File: src/rtl/apb_pkg.sv
// Shared types and default widths for the APB completer memory and its register file.
package apb_pkg;

    typedef enum logic {IDLE, ACCESS} apb_state_e;

    localparam int APB_ADDR_WIDTH = 8;
    localparam int APB_DATA_WIDTH = 32;
    localparam int STRB_WIDTH     = APB_DATA_WIDTH / 8;

endpackage

File: src/rtl/apb_slave_regfile.sv
// Word array behind the APB completer: byte-strobed synchronous write,
// asynchronous read, synchronous clear of every word while reset is held.
module apb_slave_regfile
    import apb_pkg::*;
#(
    parameter int DEPTH      = 64,
    parameter int DATA_WIDTH = APB_DATA_WIDTH,
    parameter int AW         = (DEPTH > 1) ? $clog2(DEPTH) : 1
) (
    input  logic                    clk,
    input  logic                    rst_n,
    input  logic                    we,
    input  logic [AW-1:0]           waddr,
    input  logic [DATA_WIDTH-1:0]   wdata,
    input  logic [DATA_WIDTH/8-1:0] wstrb,
    input  logic [AW-1:0]           raddr,
    output logic [DATA_WIDTH-1:0]   rdata
);

    logic [DATA_WIDTH-1:0] mem [DEPTH];

    // Reset wins over a write landing on the same edge.
    always_ff @(posedge clk) begin
        if (!rst_n) begin
            for (int i = 0; i < DEPTH; i++) begin
                mem[i] <= '0;
            end
        end else if (we) begin
            for (int b = 0; b < DATA_WIDTH / 8; b++) begin
                if (wstrb[b]) begin
                    mem[waddr][8*b +: 8] <= wdata[8*b +: 8];
                end
            end
        end
    end

    assign rdata = mem[raddr];

endmodule

File: src/rtl/apb_slave_mem.sv
// APB4 completer memory: setup/access FSM with fixed wait states, byte strobes,
// and PSLVERR for misaligned, out-of-range and setup-less accesses.
module apb_slave_mem
    import apb_pkg::*;
#(
    parameter int ADDR_WIDTH  = APB_ADDR_WIDTH,
    parameter int DATA_WIDTH  = APB_DATA_WIDTH,
    parameter int DEPTH       = 64,
    parameter int WAIT_STATES = 1
) (
    input  logic                    PCLK,
    input  logic                    PRESETn,
    input  logic                    PSEL,
    input  logic                    PENABLE,
    input  logic                    PWRITE,
    input  logic [ADDR_WIDTH-1:0]   PADDR,
    input  logic [DATA_WIDTH-1:0]   PWDATA,
    input  logic [DATA_WIDTH/8-1:0] PSTRB,
    output logic [DATA_WIDTH-1:0]   PRDATA,
    output logic                    PREADY,
    output logic                    PSLVERR
);

    localparam int         IDX_WIDTH = ADDR_WIDTH - 2;
    localparam int         MEM_AW    = (DEPTH > 1) ? $clog2(DEPTH) : 1;
    localparam logic [3:0] WAIT_LAST = 4'(WAIT_STATES);

    apb_state_e            state;
    logic [3:0]            cnt;
    logic [IDX_WIDTH-1:0]  idx;
    logic                  misaligned;
    logic                  out_of_range;
    logic                  err;
    logic                  done;
    logic                  violation;
    logic                  mem_we;
    logic [DATA_WIDTH-1:0] rd_data;

    assign idx        = PADDR[ADDR_WIDTH-1:2];
    assign misaligned = |PADDR[1:0];

    // When DEPTH fills the whole index space no index can be out of range.
    generate
        if (DEPTH < 2 ** IDX_WIDTH) begin : g_range_check
            assign out_of_range = (idx >= IDX_WIDTH'(DEPTH));
        end else begin : g_full_range
            assign out_of_range = 1'b0;
        end
    endgenerate

    assign err       = misaligned || out_of_range;
    assign done      = (state == ACCESS) && PSEL && PENABLE && (cnt == WAIT_LAST);
    assign violation = (state == IDLE) && PSEL && PENABLE;

    assign PREADY  = PRESETn && (done || violation);
    assign PSLVERR = PRESETn && ((done && err) || violation);
    assign mem_we  = PRESETn && done && PWRITE && !err;
    assign PRDATA  = (PRESETn && done && !PWRITE && !err) ? rd_data : '0;

    always_ff @(posedge PCLK) begin
        if (!PRESETn) begin
            state <= IDLE;
            cnt   <= '0;
        end else begin
            case (state)
                IDLE: begin
                    if (PSEL && !PENABLE) begin
                        state <= ACCESS;
                        cnt   <= '0;
                    end
                end
                ACCESS: begin
                    // Dropping PSEL mid-access is a master abort: leave silently.
                    if (!PSEL || done) begin
                        state <= IDLE;
                    end else if (cnt < WAIT_LAST) begin
                        cnt <= cnt + 4'd1;
                    end
                end
                default: state <= IDLE;
            endcase
        end
    end

    apb_slave_regfile #(
        .DEPTH      (DEPTH),
        .DATA_WIDTH (DATA_WIDTH),
        .AW         (MEM_AW)
    ) u_regfile (
        .clk   (PCLK),
        .rst_n (PRESETn),
        .we    (mem_we),
        .waddr (idx[MEM_AW-1:0]),
        .wdata (PWDATA),
        .wstrb (PSTRB),
        .raddr (idx[MEM_AW-1:0]),
        .rdata (rd_data)
    );

endmodule

File: config.mk
export PLATFORM = sky130hd
export DESIGN_NAME = apb_slave_mem
export DESIGN_NICKNAME = d
export VERILOG_FILES = /design/src/rtl/apb_pkg.sv /design/src/rtl/apb_slave_regfile.sv /design/src/rtl/apb_slave_mem.sv
export SDC_FILE = /design/constraint.sdc
export NUM_CORES = 2
export LEC_CHECK = 0
export ABC_AREA = 1
export CAP_MARGIN = 20
export CORE_MARGIN = 2
export CORE_UTILIZATION = 45
export CTS_CLUSTER_SIZE = 24
export DETAILED_ROUTE_END_ITERATION = 6
export GPL_ROUTABILITY_DRIVEN = 0
export MAX_ROUTING_LAYER = met4
export PLACE_DENSITY = 0.66
export SLEW_MARGIN = 15
export SYNTH_ARGS = -nofsm -noshare
export SYNTH_HDL_FRONTEND = slang
export SYNTH_SLANG_ARGS = --single-unit
File: constraint.sdc
create_clock -name PCLK -period 4.3 [get_ports PCLK]
set_clock_uncertainty 0.15 [all_clocks]
set_input_delay 1.29 -clock PCLK [delete_from_list [all_inputs] [get_ports PCLK]]
set_output_delay 1.29 -clock PCLK [all_outputs]
set_load 0.005 [all_outputs]
Yosys cells after proc, flatten, opt, wreduce, memory -nomap -nowiden --
Memories as Yosys holds them, arrays and structs flattened. Cells that the tools add are included.
Storage, ports and cells: register bits 5, bits in writable memories 2048, bits of input ports 49, logic and storage cells 62, memories kept 1
Cells by class: add/sub/neg operators 1, order comparisons 1, equality and inequality tests 4, mux-type cells 28, bitwise logic cells 1, reductions and logical operators 24
Memories:
- u_regfile.mem | depth 64, width 32, read ports 1, clocked after Yosys merged registers in 0, write ports 64, line apb_slave_regfile.sv:20 | logic [DATA_WIDTH-1:0] mem [DEPTH];
Operator list (number):
- $mux 32 | 2
- $reduce_or 32->1 | 1
- $mux 1 | 19
- $mux 4 | 4
- $logic_and 1x1->1 | 14
- $pmux 4 s2 | 1
- $mux 6 | 1
- $add 4x1->4 const B | 1
- $eq 4x1->1 const B | 1
- $logic_not 1->1 | 4
- $lt 4x1->1 const B | 1
- $ne 2x1->1 const B | 2
- $logic_or 1x1->1 | 3
- $reduce_and 3->1 | 1
- $ne 2x2->1 const B | 1
- $pmux 1 s2 | 1
- $reduce_or 2->1 | 1
- $not 1->1 | 1

Longest topological paths before layout --
depth after elaboration 11, gate-level depth with buffers 14

By module --
From an unflattened synthesis, not the netlist that was laid out.
Second synthesis, totals: cells, all modules 9697, area, all modules 93442.1 um2
By module, submodules not included:
- apb_slave_regfile | instances 1, cells each 9580, area an instance 92728.9 um2, seq. area each 61499.0 um2
- apb_slave_mem | instances 1, cells each 117, area an instance 713.2 um2, seq. area each 100.1 um2

Least setup slack after synthesis --
No wires, ideal clock.
path type in2out, start input port PADDR[2], end output port PRDATA[2], arrival time 2661 ps, required time 2860 ps, path slack 199 ps, cell stages on the path 14, buffers on the path 3, cell sequence inv_2 buf_2 clkbuf_1 clkbuf_1 nand2_1 nand2_1 nand2_1 nand2_1 nand2_1 nand2_1 nand2_1 nand2_1 nor2_1 a21oi_1
On the way: longest elaborated chain between the ends 2
Ends and longest elaborated chain:
- from (decl) | line apb_slave_mem.sv:16 | input logic [ADDR_WIDTH-1:0] PADDR,
- $mem_v2 64x32
- $mux 32 | line apb_slave_mem.sv:58 | assign PRDATA = (PRESETn && done && !PWRITE && !err) ? rd_data : '0;
- to (decl) | line apb_slave_mem.sv:19 | output logic [DATA_WIDTH-1:0] PRDATA,
Every way passes these cells.

Worst setup path in the final report --
start input port PADDR[2], end output port PRDATA[27]
Same word-level chain as after synthesis.

==> results.yml <==
final_layout:
  design_area_um2: 121000
  syn_to_final_growth_pct: 24.7
  drive_gt1_share_pct: 17.6
  fin_nets: 12100
route:
  vias: 81400
  firstDrtPassIters: 6
  drtAntennaViolNets: 0
  routed_via_density: 5.41
  drc_errors: 0
  drt-wirelength-per-cell_um: 22.0
  wl_um: 331000
  drt_iter0_markers: 10600
yosys:
  netlist_instances: 11300
  yosys-top-cells-count: "nand2_1, nor2_1, edfxtp_1, clkbuf_1, nand2_2"
  async_flop_share_pct: 0
  yosysWarnings: 0
  ys_ff_latch: 2053
  ys_seq_area_share_pct: 63.3
  synth.area.top_cells: "edfxtp_1, nand2_1, nor2_1, clkbuf_1, nand2_2"
  ys.flop_type: "edfxtp_1"
  syn-cell-area_um2: 97300
  syn_nets: 11300
  yosysMostFrequentCell: "nand2_1"
  yosys.area.top_type_share_pct: 63.2
  synth_cell_type_count: 24
  syn_area_per_cell_um2: 8.62
  synth_top_area_cell: "edfxtp_1"
  synth_edf_count: 2048
cts:
  cts.sinks: 2053
  clockBufferDepth: 3
  clock_latency_ns: 0.88
  cts_hold_buf: 0
  cts-root-buf: "clkbuf_16"
  h-tree-depth: 4
  tritoncts: "built"
  numCtsBuffers: 211
  clk_pin_slew_ns: 0.06
floorplan:
  dieArea_um2: 220000
  chipHeight_um: 469
  die_w_um: 469
  fp.coreArea_um2: 215000
  pin_count: 83
  start_util_pct: 45.3
  num_rows: 170
sta:
  holdWs_ns: 0.295
  slew_viol_final: 0
  hold_viol: 0
  fin_tns_setup_ns: -8.25
  setup_viol: 32
  tightest_slew_ns: 0.940
  fin_crit_ns: 4.67
  setup_ws_ns: -0.372
  rsz0062_at_grt: "yes"
  fin_crit_sh_pct: 109
  maxSlewHeadroom_pct: 37.1
  fmax_ghz: 0.214
placement:
  dpl_worst_slack_ns: -1.46
  io_buffers: 82
  dpl-instance-area_um2: 109000
  dp_hpwl_um: 209000
critical_path:
  critical_path_class: "input port to output port"
  reg2reg_slack_ns: 1.15
  critPathCaptureType: "output port"
  crit_arrival_ns: 3.23
  required_ns: 2.86
  crit_fanout: 10
  cpMaxStageDelayCell: "nor2_4"
  critPathLaunchType: "input port"
  slowest_delay_ns: 0.18
  worstPathCellList: "buf_16 -> clkinv_16 -> buf_12 -> buf_16 -> buf_16 -> nand2_1 -> nand2_2 -> nand2_2 -> nand2_1 -> nand2_2 -> nand2_1 -> nand2_1 -> nand2_2 -> nor2_4 -> a21oi_4 -> buf_6 -> buf_6"
power:
  p_leak_nw: 55.2
  power_density_nw_per_um2: 375
  total_power_w: 0.0455
  peakVddDrop_uv: 497
run:
  drv_cap: 0
global_route:
  grt_start_max_net_pins: 101
  antenna_found_initial: 14
  overflow: 0
  grt_pass1_wl_um: 473000
  grt_use_total_pct: 29.7
  first_global_vias: 77000
status:
  outcome: "finished, violations left"
  violations: "negative setup slack"
hold_path:
  hold_path.class: "flop to flop"
[metrics by stage]
stage / utilization, % / std cells
floorplan: - / 11300
global placement: 50.9 / 14500
CTS: 55.3 / 15000
detailed placement: 50.9 / 14500
global route: 56.5 / 15000
finish: 56.5 / 15000
[critical path: cells and delay by family]
family / cells / cell delay (ns)
buf+inv: 7 / 1.02
simple gates: 9 / 0.77
compound gates: 1 / 0.12
[cell usage in the layout (no fill, tap or decap), drive strengths merged, types with 9 or more instances in the layout]
master / synthesis / layout
nand2: 6218 / 6218
buf: 76 / 1094
nor3: 10 / 10
clkbuf: 590 / 289
inv: 71 / 77
o21ai: 9 / 9
nor2: 2197 / 2197
clkinv: 0 / 116
clkdlybuf4s50: 0 / 38
edfxtp: 2048 / 2048
bufinv: 0 / 17
a21oi: 38 / 38
nand3: 13 / 13
[path summary, 6_finish.rpt]
path,startpoint,endpoint,cells after the start
worst max-delay path,PADDR[2],PRDATA[27],17
worst min-delay path,cnt[3]$_SDFFE_PN0P_,cnt[3]$_SDFFE_PN0P_,2
worst max register to register,cnt[1]$_SDFFE_PN0P_,u_regfile.mem[0][15]$_SDFFCE_PN0P_,13
worst min register to register,cnt[3]$_SDFFE_PN0P_,cnt[3]$_SDFFE_PN0P_,2
[state kept, by name (all words and copies together), names as in the netlist]
| signal | flops |
|---|---|
| u_regfile.mem | 2048 |
| cnt | 4 |
| state | 1 |
[logic make-up (layout without fill, tap and decap cells)]
kind of cell | Yosys count | count (layout) | share of synthesized area (%)
other cells | 0 | 7 | 0
flops | 2053 | 2053 | 63.3
fa+ha+maj | 3 | 3 | 0.0386
simple gates | 8442 | 8442 | 33.4
buf+inv | 737 | 1651 | 2.98
compound gates | 55 | 55 | 0.304
[cell type report]
cell class | instances | area (um2)
diodes | 7 | 17.5
clock buffers | 247 | 5420
clock inverters | 143 | 1360
fillers | 18100 | 93500
inverters | 71 | 324
multi-input cells | 8500 | 34300
flip-flops and latches | 2053 | 61600
well taps | 2838 | 3550
repair buffers | 1189 | 14700
repair inverters | 1 | 30.0
[where the power goes]
part | internal (W) | switching, W
clock network | 0.0101 | 0.00810
registers | 0.0226 | 0.000195
logic | 0.00153 | 0.00303
[per-layer routing]
layer	global-route usage, %	vias to the layer above	routed length, um	share of wire (%)
met5	-	-	0	0
met4	15.9	0	20800	6.3
met3	6.38	859	37300	11
met2	45.3	4508	150000	45
met1	37.1	38800	123000	37
li1	-	37200	-	-
[timing repair]
| item | in CTS | in global routing |
|---|---|---|
| pin swaps | 69 | 112 |
| gates cloned | 37 | 43 |
| resized for setup | 472 | 347 |
| endpoints found under the setup margin | 33 | 34 |
| setup buffers | 57 | 54 |
Note: power is estimated with default switching activity, not from simulation.
